<file path="src/rtl/result_streamer_pkg.sv">
// Shared definitions for the result streamer: default widths, latency counter width
// and the FSM state encoding.
package result_streamer_pkg;

    localparam int DEF_DATA_W = 8;
    localparam int DEF_ADDR_W = 8;
    // Wide enough to count RAM_LATENCY values 1..3.
    localparam int LAT_W      = 2;

    typedef enum logic [2:0] {
        ST_IDLE,
        ST_FETCH,
        ST_WAIT,
        ST_SEND,
        ST_DONE
    } state_e;

endpackage

</file>
<file path="src/rtl/result_streamer_if.sv">
// Valid/ready result stream: one word with its index and a last marker per transfer.
interface result_streamer_if #(
    parameter int DATA_W = 8,
    parameter int ADDR_W = 8
) ();

    logic [DATA_W-1:0] out_data;
    logic [ADDR_W-1:0] out_index;
    logic              out_last;
    logic              out_valid;
    logic              out_ready;

    modport master (
        output out_data, out_index, out_last, out_valid,
        input  out_ready
    );

    modport slave (
        input  out_data, out_index, out_last, out_valid,
        output out_ready
    );

endinterface

</file>
<file path="src/rtl/result_streamer_argmax_tracker.sv">
// Running signed maximum over sampled words. Only a strictly greater value replaces
// the current maximum, so ties keep the earliest index.
module argmax_tracker
    import result_streamer_pkg::*;
#(
    parameter int DATA_W = DEF_DATA_W,
    parameter int ADDR_W = DEF_ADDR_W
) (
    input  logic              clk,
    input  logic              reset,
    input  logic              clear,
    input  logic              sample_en,
    input  logic [DATA_W-1:0] value,
    input  logic [ADDR_W-1:0] index,
    output logic [DATA_W-1:0] max_value,
    output logic [ADDR_W-1:0] max_index
);

    localparam logic [DATA_W-1:0] DATA_MIN = {1'b1, {(DATA_W-1){1'b0}}};

    logic [DATA_W-1:0] max_value_q;
    logic [ADDR_W-1:0] max_index_q;

    // NOTE: clocked state uses non-blocking assignments so every reader sees the
    // pre-edge value, independent of block evaluation order.
    always_ff @(posedge clk) begin
        if (reset || clear) begin
            max_value_q <= DATA_MIN;
            max_index_q <= '0;
        end else if (sample_en && ($signed(value) > $signed(max_value_q))) begin
            max_value_q <= value;
            max_index_q <= index;
        end
    end

    assign max_value = max_value_q;
    assign max_index = max_index_q;

endmodule

</file>
<file path="src/rtl/result_streamer.sv">
// Walks the accelerator's result words out of neuron RAM on each rising edge of
// acc_finished, streams them over valid/ready and publishes the signed argmax at run end.
module result_streamer
    import result_streamer_pkg::*;
#(
    parameter int DATA_W      = DEF_DATA_W,
    parameter int ADDR_W      = DEF_ADDR_W,
    parameter int RAM_LATENCY = 1
) (
    input  logic                 clk,
    input  logic                 reset,
    input  logic                 acc_finished,
    input  logic [ADDR_W-1:0]    acc_result_base,
    input  logic [ADDR_W-1:0]    acc_result_count,
    output logic [ADDR_W-1:0]    ram_read_adr,
    input  logic [DATA_W-1:0]    ram_read_data,
    result_streamer_if.master    out_if,
    output logic [ADDR_W-1:0]    argmax_index,
    output logic [DATA_W-1:0]    argmax_value,
    output logic                 busy,
    output logic                 done
);

    localparam logic [DATA_W-1:0] DATA_MIN = {1'b1, {(DATA_W-1){1'b0}}};
    localparam logic [LAT_W-1:0]  LAT_LAST = LAT_W'(RAM_LATENCY - 1);

    state_e            state_q;
    logic              finished_q;
    logic [ADDR_W-1:0] base_q, count_q, idx_q, ram_read_adr_q;
    logic [LAT_W-1:0]  lat_q;
    logic [DATA_W-1:0] out_data_q;
    logic [ADDR_W-1:0] out_index_q;
    logic              out_last_q, out_valid_q;
    logic [ADDR_W-1:0] argmax_index_q;
    logic [DATA_W-1:0] argmax_value_q;
    logic              busy_q, done_q;

    logic              start, run_start, accept;
    logic [DATA_W-1:0] max_value;
    logic [ADDR_W-1:0] max_index;

    assign start     = acc_finished & ~finished_q;
    assign run_start = start && (state_q == ST_IDLE);
    assign accept    = out_valid_q && out_if.out_ready;

    argmax_tracker #(.DATA_W(DATA_W), .ADDR_W(ADDR_W)) u_argmax (
        .clk       (clk),
        .reset     (reset),
        .clear     (run_start),
        .sample_en (accept),
        .value     (out_data_q),
        .index     (out_index_q),
        .max_value (max_value),
        .max_index (max_index)
    );

    always_ff @(posedge clk) begin
        if (reset) begin
            state_q        <= ST_IDLE;
            finished_q     <= 1'b0;
            base_q         <= '0;
            count_q        <= '0;
            idx_q          <= '0;
            ram_read_adr_q <= '0;
            lat_q          <= '0;
            out_data_q     <= '0;
            out_index_q    <= '0;
            out_last_q     <= 1'b0;
            out_valid_q    <= 1'b0;
            argmax_index_q <= '0;
            argmax_value_q <= DATA_MIN;
            busy_q         <= 1'b0;
            done_q         <= 1'b0;
        end else begin
            finished_q <= acc_finished;
            case (state_q)
                ST_IDLE: begin
                    if (start) begin
                        base_q  <= acc_result_base;
                        count_q <= acc_result_count;
                        idx_q   <= '0;
                        busy_q  <= 1'b1;
                        if (acc_result_count != '0) begin
                            ram_read_adr_q <= acc_result_base;
                            state_q        <= ST_FETCH;
                        end else begin
                            done_q  <= 1'b1;
                            state_q <= ST_DONE;
                        end
                    end
                end
                ST_FETCH: begin
                    lat_q   <= '0;
                    state_q <= ST_WAIT;
                end
                // The address was presented during FETCH; the word lands after RAM_LATENCY cycles.
                ST_WAIT: begin
                    if (lat_q == LAT_LAST) begin
                        out_data_q  <= ram_read_data;
                        out_index_q <= idx_q;
                        out_last_q  <= (idx_q == count_q - ADDR_W'(1));
                        out_valid_q <= 1'b1;
                        state_q     <= ST_SEND;
                    end else begin
                        lat_q <= lat_q + LAT_W'(1);
                    end
                end
                ST_SEND: begin
                    if (out_if.out_ready) begin
                        out_valid_q <= 1'b0;
                        if (out_last_q) begin
                            done_q  <= 1'b1;
                            state_q <= ST_DONE;
                        end else begin
                            idx_q          <= idx_q + ADDR_W'(1);
                            ram_read_adr_q <= base_q + idx_q + ADDR_W'(1);
                            state_q        <= ST_FETCH;
                        end
                    end
                end
                // The tracker holds the final maximum here; publish it as the run closes.
                ST_DONE: begin
                    done_q         <= 1'b0;
                    busy_q         <= 1'b0;
                    argmax_index_q <= max_index;
                    argmax_value_q <= max_value;
                    state_q        <= ST_IDLE;
                end
                default: state_q <= ST_IDLE;
            endcase
        end
    end

    assign ram_read_adr     = ram_read_adr_q;
    assign out_if.out_data  = out_data_q;
    assign out_if.out_index = out_index_q;
    assign out_if.out_last  = out_last_q;
    assign out_if.out_valid = out_valid_q;
    assign argmax_index     = argmax_index_q;
    assign argmax_value     = argmax_value_q;
    assign busy             = busy_q;
    assign done             = done_q;

endmodule

</file>
<file path="src/flat_wrapper.sv">
// flat-port wrapper written by rule: the top's interface ports become plain ports
module result_streamer_flat import result_streamer_pkg::*;
#(
    parameter int DATA_W      = DEF_DATA_W,
    parameter int ADDR_W      = DEF_ADDR_W,
    parameter int RAM_LATENCY = 1
)
  (clk, reset, acc_finished, acc_result_base, acc_result_count, ram_read_adr, ram_read_data, argmax_index, argmax_value, busy, done, out_if_out_data, out_if_out_index, out_if_out_last, out_if_out_valid, out_if_out_ready);
  result_streamer_if #(.DATA_W(DATA_W), .ADDR_W(ADDR_W)) out_if_i ();
  input  logic clk;
  input  logic reset;
  input  logic acc_finished;
  input  logic [ADDR_W-1:0] acc_result_base;
  input  logic [ADDR_W-1:0] acc_result_count;
  output logic [ADDR_W-1:0] ram_read_adr;
  input  logic [DATA_W-1:0] ram_read_data;
  output logic [ADDR_W-1:0] argmax_index;
  output logic [DATA_W-1:0] argmax_value;
  output logic busy;
  output logic done;
  output wire logic [$bits(out_if_i.out_data)-1:0] out_if_out_data;
  output wire logic [$bits(out_if_i.out_index)-1:0] out_if_out_index;
  output wire logic [$bits(out_if_i.out_last)-1:0] out_if_out_last;
  output wire logic [$bits(out_if_i.out_valid)-1:0] out_if_out_valid;
  input wire logic [$bits(out_if_i.out_ready)-1:0] out_if_out_ready;
  assign out_if_out_data = out_if_i.out_data;
  assign out_if_out_index = out_if_i.out_index;
  assign out_if_out_last = out_if_i.out_last;
  assign out_if_out_valid = out_if_i.out_valid;
  assign out_if_i.out_ready = out_if_out_ready;
  result_streamer #(.DATA_W(DATA_W), .ADDR_W(ADDR_W), .RAM_LATENCY(RAM_LATENCY)) u_core (.clk(clk), .reset(reset), .acc_finished(acc_finished), .acc_result_base(acc_result_base), .acc_result_count(acc_result_count), .ram_read_adr(ram_read_adr), .ram_read_data(ram_read_data), .out_if(out_if_i), .argmax_index(argmax_index), .argmax_value(argmax_value), .busy(busy), .done(done));
endmodule
</file>
<file path="config.mk">
export PLATFORM = sky130hd
export DESIGN_NAME = result_streamer_flat
export DESIGN_NICKNAME = d
export VERILOG_FILES = /design/src/rtl/result_streamer_pkg.sv /design/src/rtl/result_streamer_if.sv /design/src/rtl/result_streamer_argmax_tracker.sv /design/src/rtl/result_streamer.sv /design/src/flat_wrapper.sv
export SDC_FILE = /design/constraint.sdc
export NUM_CORES = 1
export LEC_CHECK = 0
export BUFFER_PORTS_ARGS = -buffer_cell sky130_fd_sc_hd__buf_2
export CORE_UTILIZATION = 25
export CTS_CLUSTER_DIAMETER = 100
export DETAILED_ROUTE_END_ITERATION = 6
export PLACE_DENSITY = 0.47
export SETUP_SLACK_MARGIN = 0.02
export SLEW_MARGIN = 20
export SYNTH_ARGS = -nofsm -noshare
export SYNTH_HDL_FRONTEND = slang
export SYNTH_HIERARCHICAL = 1
export SYNTH_SLANG_ARGS = --single-unit
</file>
<file path="constraint.sdc">
create_clock -name clk -period 2.6 [get_ports clk]
set_clock_uncertainty 0.2 [all_clocks]
set_input_delay 0.78 -clock clk [delete_from_list [all_inputs] [get_ports clk]]
set_output_delay 0.78 -clock clk [all_outputs]
set_load 0.02 [all_outputs]
</file>
* Word-level counts from Yosys, hierarchy flattened
Index checks and enable logic that the tools add are counted.
Widths: inputs -> output; s select.
** Storage, ports and cells
- Output and inout port bits :: 44
- Word-level logic and storage cells :: 86
- Flip-flop bits (word level) :: 90
** Cells by class
- Bitwise gates (word level) :: 2
- Mux-type cells :: 27
- Add/subtract/negate cells :: 5
- Eq/ne operators :: 13
- $lt $le $gt $ge :: 1
- Reduce and logical (&&, ||, !) cells :: 21
** Operators by type and width (number)
- $mux 8 :: 7
- $pmux 8 s2 :: 2
- $add 8x1->8 const B :: 2
- $mux 3 :: 5
- $pmux 3 s4 :: 1
- $ne 2x2->1 const B :: 5
- $reduce_and 5->1 :: 2
- $add 8x8->8 :: 1
- $eq 8x8->1 :: 1
- $gt 8x8->1 :: 1
- $reduce_and 2->1 :: 4
- $reduce_bool 2->1 :: 4
- $reduce_bool 8->1 :: 1
- $sub 8x1->8 const B :: 1
- $mux 1 :: 7
- $eq 3x2->1 const B :: 2
- $ne 2x1->1 const B :: 3
- $reduce_and 3->1 :: 2
- $pmux 1 s2 :: 2
- $pmux 2 s2 :: 1
- $reduce_and 4->1 :: 1
- $eq 3x1->1 const B :: 1
- $eq 3x3->1 const B :: 1
- $logic_and 1x1->1 :: 3
- 9 further kinds :: 9

* Depth between registers and ports, before layout
Gate-level depths: netlist of run 1.
- Word-level depth :: 5
- Depth in mapped cells :: 9
- Depth with buffers taken out :: 8

* Cells and area by module
Netlist of run 1, hierarchy kept.
** Modules (own cells, without submodules)
- result_streamer :: area each 3487.1 sq um, cells an instance 415, times used 1
- argmax_tracker :: area each 997.2 sq um, cells an instance 102, times used 1

* Worst setup path before layout of run 1
OpenSTA, ideal clock, no wires.
- Kind :: input -> register
- Start :: input acc_finished
- End :: register u_core.u_argmax.max_index_q[0] (netlist: u_core/u_argmax/max_index[0])
- Library setup time :: 0.119 ns
- Data required time :: 2.281 ns
- Stages on the path :: 6
- Arrival time :: 2.274 ns
- Slack :: 0.007 ns
- Cell sequence :: or4b_4 nor2_4 buf_2 nor2_1 clkbuf_1 a21boi_2
** On the way
- Longest elaborated chain between the ends :: 3
** RTL lines
- start, declared :: line flat_wrapper.sv:12 : input logic acc_finished;
- $and 1x1->1 :: line result_streamer.sv:42 : assign start = acc_finished & ~finished_q;
- $logic_and 1x1->1 :: line result_streamer.sv:43 : assign run_start = start && (state_q == ST_IDLE);
- via u_core.run_start :: line result_streamer.sv:38 : logic start, run_start, accept;
- $logic_or 1x1->1 :: line result_streamer_argmax_tracker.sv:27 : if (reset || clear) begin
- end signal, assigned :: line result_streamer_argmax_tracker.sv:32 : max_index_q <= index;
- end, declared :: line result_streamer_argmax_tracker.sv:22 : logic [ADDR_W-1:0] max_index_q;
The timed path passes the listed nets, and every way through them passes these cells.
A chain may end at the register's enable or synchronous reset.

* Worst setup path in the final report of run 1
- Start :: register u_core.u_argmax.max_value_q[7] (netlist: u_core/u_argmax/max_value[7])
- End :: register u_core.u_argmax.max_value_q[2] (netlist: u_core/u_argmax/max_value[2])
** On the way
- Longest elaborated chain between the ends :: 2
** RTL lines
- start, declared :: line result_streamer_argmax_tracker.sv:21 : logic [DATA_W-1:0] max_value_q;
- start signal, assigned :: line result_streamer_argmax_tracker.sv:31 : max_value_q <= value;
- $gt 8x8->1 :: line result_streamer_argmax_tracker.sv:30 : end else if (sample_en && ($signed(value) > $signed(max_value_q))) begin
- $logic_and 1x1->1 :: line result_streamer_argmax_tracker.sv:30
No other way between the ends.

==> results.txt, run 1 <==
Tightest Pin Transition: 978 ps
Yosys cell types: 66
commonest non-fill, non-tap cell in the layout: dfxtp_1
die height: 136 um
most frequent cells in the layout: 90 x dfxtp_1, 79 x nand2_1, 71 x buf_2
CTS clock-pin slew for the worst setup and hold paths: 70 ps
Final ANT Viol Nets: 0
Ports: 72
Leak: 2.17 nW
worst skew pair latency: 350 ps
number of max-cap violations: 0
Vias/cell: 4.66
Power Internal: 0.00261 W
P_sw: 0.00134 W
final wirelength: 11600 um
GRT Resource Usage Total: 13.4%
grt ovf: 0
DR pass1 iterations: 4
peak supply drop: 0.363 mV
switch share: 33.9%
final-report setup violation count: 0
Final Hold Fails: 0
synth-to-layout area growth: 20.9%
Cells after Synth: 517
First DRT Iteration DRCs: 155
first-pass GRT wire length: 19100 um
CTS buffer count: 9
CTS resizes: 0
Arr. time, crit path: 2400 ps
Syn Nets: 564
# nets final: 636
Synth Warn #: 6
Setup TNS: 0 ps
Setup crit start kind: register
Num Clock Sinks: 90
register area: 1800 um2
share of cells above drive strength 1: 24.4%
Place WS: -26.2 ps
Synth Cell Area: 4480 um2
ys async rst share: 0%
diode count: 0
Syn Area/Cell: 8.67 um2
status: completed
final estimated routing congestion in global placement: 0.815
Placement Rows: 48
die area: 18500 um2
number of global-route vias before repair: 3760
initial antenna violation count: 0
largest net degree at the start of global routing: 38
Tcrit/Tclk final: 89.2%
CTS tree: built
Root Buffer: clkbuf_16
placed cell area: 5130 um2
unrepaired setup endpoints after global routing: false
share of total power in combinational logic: 26.9%
met1 usage: 16.3%
min-delay worst type: register to register
Max Clock Freq: 431 MHz
GRT met3 Usage: 3.39%
CTS Buffer Depth: 2
HPWL Detailed: 8480 um
#FFs+latches synth: 90
Worst Path Required: 2690 ps
Flop pwr share: 40.7%
Crit Path Max Fanout: 16
setup ws final: 282 ps
Post-synth EDFFs: 0
Multi-input gate area: 2460 um2
core area: 17400 um2
I/O Buffers: 71
Setup crit end kind: register
routed len/inst: 14.1 um
Initial Util: 25.7%
GR Util met2: 22.4%
DIE WIDTH: 136 um
pwr dens: 729 nW/um2
design area: 5420 um2
H-Tree Depth: 3
Clock power frac: 32.4%
Post-route DRC: 0
fillers: 1908
Final Critical Period: 2320 ps
Setup Buffers After CTS: 0
via count: 3813
grt peak-use layer: met2
sequential area share after synthesis: 40.2%
fin util: 31.1%
Slew Limit Headroom: 34.6%
Max Slew Vio Count: 0
prevailing post-synth register cell: dfxtp_1
Hold-fix buffers, CTS: 0
Crit Path Category: register to register
power groups by stage:
stage / sequential, W / combinational (W) / clock [W]
4_1_cts: 0.00161 / 0.00108 / 0.00133
3_3_place_gp: 0.00164 / 0.00105 / 0
2_1_floorplan: 0.00168 / 0.000724 / 0
3_5_place_dp: 0.00164 / 0.00107 / 0
5_1_grt: 0.00163 / 0.00119 / 0.00139
6_report: 0.00161 / 0.00106 / 0.00128
final cells by class:
type / instances / area share, %
Sequential cell: 90 / 33.2
Inverter: 20 / 1.39
Clock inverter: 6 / 0.900
Multi-Input combinational cell: 377 / 45.3
Tap cell: 225 / 5.19
Clock buffer: 10 / 4.41
Timing Repair Buffer: 91 / 9.56
cells by family (layout without fill, tap and decap cells):
family	count (synthesis)	in the layout	synth area share, %
and+or+nand+nor	195	195	21.5
xor gates and xnor gates	17	17	3.32
buffers and inverters	50	127	5.30
AOI/OAI and AO/OA	124	124	19.3
muxes	22	22	4.91
adders and majority gates	19	19	5.47
DFF	90	90	40.2
final timing paths:
| kind | start | endpoint | slack, ps | cells after the start |
|---|---|---|---|---|
| setup reg to reg | u_core/u_argmax/max_value[7] | u_core/u_argmax/max_value[2] | 280 | 7 |
| hold / removal | u_core/argmax_index[4] | u_core/argmax_index[4] | 250 | 2 |
| hold reg to reg | u_core/argmax_index[4] | u_core/argmax_index[4] | 250 | 2 |
| setup / recovery | u_core/u_argmax/max_value[7] | u_core/u_argmax/max_value[2] | 280 | 7 |
metrics by stage:
step | instances | power, W | hold slack [ps]
2_1_floorplan | 517 | 0.00240 | 232
3_3_place_gp | 803 | 0.00269 | 247
3_5_place_dp | 803 | 0.00271 | 249
4_1_cts | 819 | 0.00401 | 258
5_1_grt | 819 | 0.00420 | 273
6_report | 819 | 0.00395 | 253
registers in the layout, indices dropped and copies added (netlist names):
| name | count |
|---|---|
| u_core/argmax_index | 8 |
| u_core/count_q | 8 |
| u_core/base_q | 8 |
| u_core/out_if.out_data | 8 |
| u_core/idx_q | 8 |
| u_core/u_argmax/max_index | 8 |
| u_core/done | 1 |
| u_core/argmax_value | 8 |
| u_core/u_argmax/max_value | 8 |
| u_core/out_if.out_index | 8 |
| u_core/lat_q | 2 |
| u_core/finished_q | 1 |
| u_core/state_q | 3 |
| u_core/busy | 1 |
| u_core/out_if.out_valid | 1 |
| u_core/ram_read_adr | 8 |
| u_core/out_if.out_last | 1 |
worst max-delay path: stages (launching register included):
cell	delay, ps
dfxtp_1	370
inv_1	60
ha_1	400
a21oi_2	200
o21ai_2	110
nor3b_4	610
o21ai_0	170
a21boi_1	140
synth_stat cells, drive strengths merged, types with 7 or more instances:
cell	number	area (um2)
a21boi	16	165
a21oi	45	233
buf	10	87.6
clkbuf	20	75.1
dfxtp	90	1800
ha	18	225
inv	20	75.1
mux2i	22	220
nand2	79	297
nand3	18	145
nand4	7	43.8
nor2	53	206
o21ai	25	129
xor2	12	105
layer usage:
metal  routed length [um]  share of wire (%)
met4                  194                1.7
met1                 5490                 47
met3                  522                4.5
met2                 5350                 46
met5                    0                  0
Note: power is estimated with default switching activity, not from simulation.
==> inputs of run 2 (changes only) <==
--- a/config.mk
+++ b/config.mk
@@ -5,7 +5,7 @@
 export SDC_FILE = /design/constraint.sdc
 export NUM_CORES = 1
 export LEC_CHECK = 0
-export BUFFER_PORTS_ARGS = -buffer_cell sky130_fd_sc_hd__buf_2
+export BUFFER_PORTS_ARGS = -buffer_cell sky130_fd_sc_hd__clkbuf_2
 export CORE_UTILIZATION = 25
 export CTS_CLUSTER_DIAMETER = 100
 export DETAILED_ROUTE_END_ITERATION = 6
==> run 2 against run 1 <==
  * Clock power increased by 5%
  * Register-to-register slack worse by 80 ps
  * First-iteration DRC count is 14% higher
  * Via count hardly changed
  * Sequential cell count unchanged
  * Core utilization grew 0.18 points
  * Critical path depth is the same
  * Total power is 1.9% higher
  * Non-clock buffer count rose by 3
  * Sequential share of layout area is 0.19 points lower
  * Critical path type unchanged
  * Largest cell class unchanged
  * Largest power group unchanged
  * Highest routed layer unchanged
==> results.txt, run 2 (synthesis gave the netlist of run 1 again) <==
status: completed
Max Clock Freq: 417 MHz
Initial Util: 25.7%
Post-route DRC: 0
Max Slew Vio Count: 0
die area: 18500 um2
WHS: 255 ps
Arr. time, crit path: 2400 ps
core area: 17400 um2
Num Clock Sinks: 90
grt ovf: 0
Setup crit end kind: register
Final Critical Period: 2400 ps
fillers: 1854
GRT Resource Usage Total: 13.2%
via count: 3810
commonest non-fill, non-tap cell in the layout: dfxtp_1
Leak: 2.17 nW
initial antenna violation count: 0
HPWL Detailed: 8620 um
Placed Cells: 806
Tightest Pin Transition: 1060 ps
DR pass1 iterations: 5
CTS tree: built
Hold-fix buffers, CTS: 0
min-delay worst type: register to register
peak supply drop: 0.372 mV
Vias/cell: 4.64
final estimated routing congestion in global placement: 0.820
Ports: 72
CTS Buffer Depth: 2
I/O Buffers: 71
synth-to-layout area growth: 21.6%
Crit Path Category: register to register
H-Tree Depth: 3
CTS clock-pin slew for the worst setup and hold paths: 70 ps
Final Hold Fails: 0
Root Buffer: clkbuf_16
Final ANT Viol Nets: 0
die height: 136 um
Tcrit/Tclk final: 92.3%
final-report setup violation count: 0
final wirelength: 11600 um
# nets final: 639
Placement Rows: 48
Crit Path Max Fanout: 16
Worst Path Required: 2600 ps
number of global-route vias before repair: 3749
Setup crit start kind: register
pwr dens: 739 nW/um2
number of max-cap violations: 0
unrepaired setup endpoints after global routing: false
worst skew pair latency: 350 ps
Slew Limit Headroom: 29.0%
most frequent cells in the layout: 90 x dfxtp_1, 79 x nand2_1, 71 x clkbuf_2
Setup Buffers After CTS: 0
First DRT Iteration DRCs: 176
largest net degree at the start of global routing: 27
DIE WIDTH: 136 um
share of cells above drive strength 1: 25.0%
first-pass GRT wire length: 18700 um
diode count: 0
CTS buffer count: 9
Layout Cells excl Fill: 822
routed len/inst: 14.1 um
==> run 2: repair_timing <==
item	CTS	global route
endpoints found under the setup margin	0	16
resized for setup	0	1
hold endpoints to repair	0	0
==> run 2: metrics by stage <==
stage                     TNS (ps)  total power (W)  area (um2)  setup WS (ps)  utilization (%)
after detailed placement     -32.1          0.00272        5150          -32.1             29.6
after global routing             0          0.00426        5450           49.3             31.3
after CTS                        0          0.00409        5450            109             31.3
after global placement           0          0.00270        5150           28.5             29.6
final                            0          0.00403        5450            199             31.3
after floorplan                  0          0.00240        4490           89.9                -
==> run 2: worst paths after layout <==
kind	start	to	slack, ps	depth (start not counted)
max	u_core/u_argmax/max_value[7]	u_core/u_argmax/max_value[7]	200	7
min	u_core/argmax_index[2]	u_core/argmax_index[2]	260	2
max reg2reg	u_core/u_argmax/max_value[7]	u_core/u_argmax/max_value[7]	200	7
min reg2reg	u_core/argmax_index[2]	u_core/argmax_index[2]	260	2
==> run 2: final cells by class <==
type / instances / area (um2) / area share [%]
Multi-Input combinational cell: 377 / 2450 / 44.9
Inverter: 20 / 75.1 / 1.38
Sequential cell: 90 / 1800 / 33.1
Clock buffer: 9 / 225 / 4.13
Timing Repair Buffer: 94 / 541 / 9.92
Clock inverter: 7 / 77.6 / 1.42
Tap cell: 225 / 282 / 5.16
==> run 2: layer usage <==
metal / share of wire (%) / global-route usage, % / vias to the layer above
met5: 0 / 0 / -
met4: 1.1 / 3.77 / 0
met3: 4.2 / 3.95 / 7
met2: 48 / 22.3 / 76
met1: 47 / 16.0 / 1785
li1: - / - / 1942
==> run 2: report_power, final <==
group          total, W  internal [W]  switching, W  leakage [nW]
Combinational   0.00108      0.000437      0.000645          1.29
Sequential      0.00160       0.00150      0.000102         0.730
Clock           0.00135      0.000754      0.000592         0.146
==> run 2: worst max-delay path, stage by stage, from the launching register on <==
cell and delay, ps:
dfxtp_1 370, inv_1 60, ha_1 380, a21oi_2 190, o21ai_2 100, or3b_2 710
nand3_2 160, nand3_2 70
==> inputs of run 3 (changes only) <==
--- a/config.mk
+++ b/config.mk
@@ -9,7 +9,7 @@
 export CORE_UTILIZATION = 25
 export CTS_CLUSTER_DIAMETER = 100
 export DETAILED_ROUTE_END_ITERATION = 6
-export PLACE_DENSITY = 0.47
+export PLACE_DENSITY = 0.46
 export SETUP_SLACK_MARGIN = 0.02
 export SLEW_MARGIN = 20
 export SYNTH_ARGS = -nofsm -noshare
==> constraint.sdc (replaced) <==
create_clock -name clk -period 2.9 [get_ports clk]
set_clock_uncertainty 0.2 [all_clocks]
set_input_delay 0.87 -clock clk [delete_from_list [all_inputs] [get_ports clk]]
set_output_delay 0.87 -clock clk [all_outputs]
set_load 0.02 [all_outputs]
==> run 3 against run 2 <==
  * Die area is the same
  * Via count shrank 0.97%
  * Maximum frequency shrank 1.7%
  * Register-to-register slack gained 260 ps
  * Highest routed layer unchanged
  * Sequential cell count is the same
  * Global-route usage is essentially flat
  * Clock power shrank 15%
  * Largest cell class unchanged
  * Clock-buffer cell count is the same
  * Total power shrank 13%
  * Core utilization shrank 0.57 points
  * Critical endpoint unchanged
  * Combinational power shrank 16%
  * Routed wire length shrank 0.69%
==> results.txt, run 3 (synthesis gave the netlist of run 1 again) <==
Arr. time, crit path: 2440 ps
Setup crit start kind: register
GRT Resource Usage Total: 13.2%
Post-route DRC: 0
CTS buffer count: 9
final estimated routing congestion in global placement: 0.816
diode count: 0
Setup TNS: 0 ps
final wirelength: 11500 um
I/O Buffers: 71
Vias/cell: 4.65
WHS: 254 ps
status: completed
Tcrit/Tclk final: 84.2%
Hold-fix buffers, CTS: 0
Num Clock Sinks: 90
# nets final: 628
DR pass1 iterations: 4
peak supply drop: 0.425 mV
pwr dens: 658 nW/um2
number of global-route vias before repair: 3651
CTS Buffer Depth: 2
Root Buffer: clkbuf_16
Placement Rows: 48
Final ANT Viol Nets: 0
worst skew pair latency: 350 ps
fin util: 30.7%
CTS resizes: 0
routed len/inst: 14.2 um
first-pass GRT wire length: 18700 um
Worst Path Required: 2900 ps
Final Critical Period: 2440 ps
HPWL Detailed: 8480 um
Max Clock Freq: 409 MHz
share of cells above drive strength 1: 23.4%
Crit Path Category: register to register
setup ws final: 457 ps
number of max-cap violations: 0
initial antenna violation count: 0
via count: 3773
Max Slew Vio Count: 0
final-report setup violation count: 0
most frequent cells in the layout: 90 x dfxtp_1, 79 x nand2_1, 71 x clkbuf_2
H-Tree Depth: 3
Ports: 72
Place WS: 192 ps
Crit Path Max Fanout: 16
fillers: 1859
Initial Util: 25.7%
First DRT Iteration DRCs: 210
grt ovf: 0
DIE WIDTH: 136 um
Leak: 2.11 nW
reg2reg path depth: 7
Setup crit end kind: register
Setup Buffers After CTS: 0
core area: 17400 um2
synth-to-layout area growth: 19.3%
CTS tree: built
CTS clock-pin slew for the worst setup and hold paths: 60 ps
Hold Crit Depth: 2
min-delay worst type: register to register
Final Hold Fails: 0
die area: 18500 um2
Slew Limit Headroom: 32.8%
Tightest Pin Transition: 1000 ps
commonest non-fill, non-tap cell in the layout: dfxtp_1
die height: 136 um
largest net degree at the start of global routing: 48
unrepaired setup endpoints after global routing: false
==> run 3: where the power goes <==
group / total, W / internal, W / switching (W)
Combinational: 0.000912 / 0.000370 / 0.000543
Clock: 0.00115 / 0.000598 / 0.000549
Sequential: 0.00146 / 0.00134 / 0.000120
Total: 0.00352 / 0.00231 / 0.00121
==> run 3: critical path, cell delays in order (launching register included) <==
cell	delay, ps
dfxtp_1	360
inv_1	60
ha_1	390
a21oi_2	190
o21ai_2	100
or3b_1	710
nand3_2	190
nand3_2	70
==> run 3: stage by stage <==
| stage | instances | power (W) | cell area [um2] |
|---|---|---|---|
| final | 811 | 0.00352 | 5350 |
| after detailed placement | 795 | 0.00241 | 5070 |
| after floorplan | 517 | 0.00215 | 4480 |
| after CTS | 811 | 0.00358 | 5350 |
| after global routing | 811 | 0.00374 | 5350 |
| after global placement | 795 | 0.00239 | 5070 |
==> run 3: metal layers <==
layer	up-vias	part of all wire, %	global-route usage, %
met2	71	48	22.2
li1	1935	-	-
met1	1756	46	15.8
met3	11	5.4	4.14
met4	0	1.3	4.26
met5	-	0	0
==> run 3: final timing paths <==
kind,start,end,slack (ps)
worst min-delay path,u_core/argmax_value[6],u_core/argmax_value[6],250
worst max register to register,u_core/u_argmax/max_value[7],u_core/u_argmax/max_value[7],460
worst max-delay path,u_core/u_argmax/max_value[7],u_core/u_argmax/max_value[7],460
worst min register to register,u_core/argmax_value[6],u_core/argmax_value[6],250
==> run 3: area by class of cell <==
cell class              count  area [um2]  area share, %
flip-flops and latches     90        1800           33.7
inverters                  20        75.1           1.40
clock inverters             7        60.1           1.12
multi-input cells         377        2450           45.8
repair buffers             83         458           8.56
well taps                 225         282           5.26
clock buffers               9         225           4.21
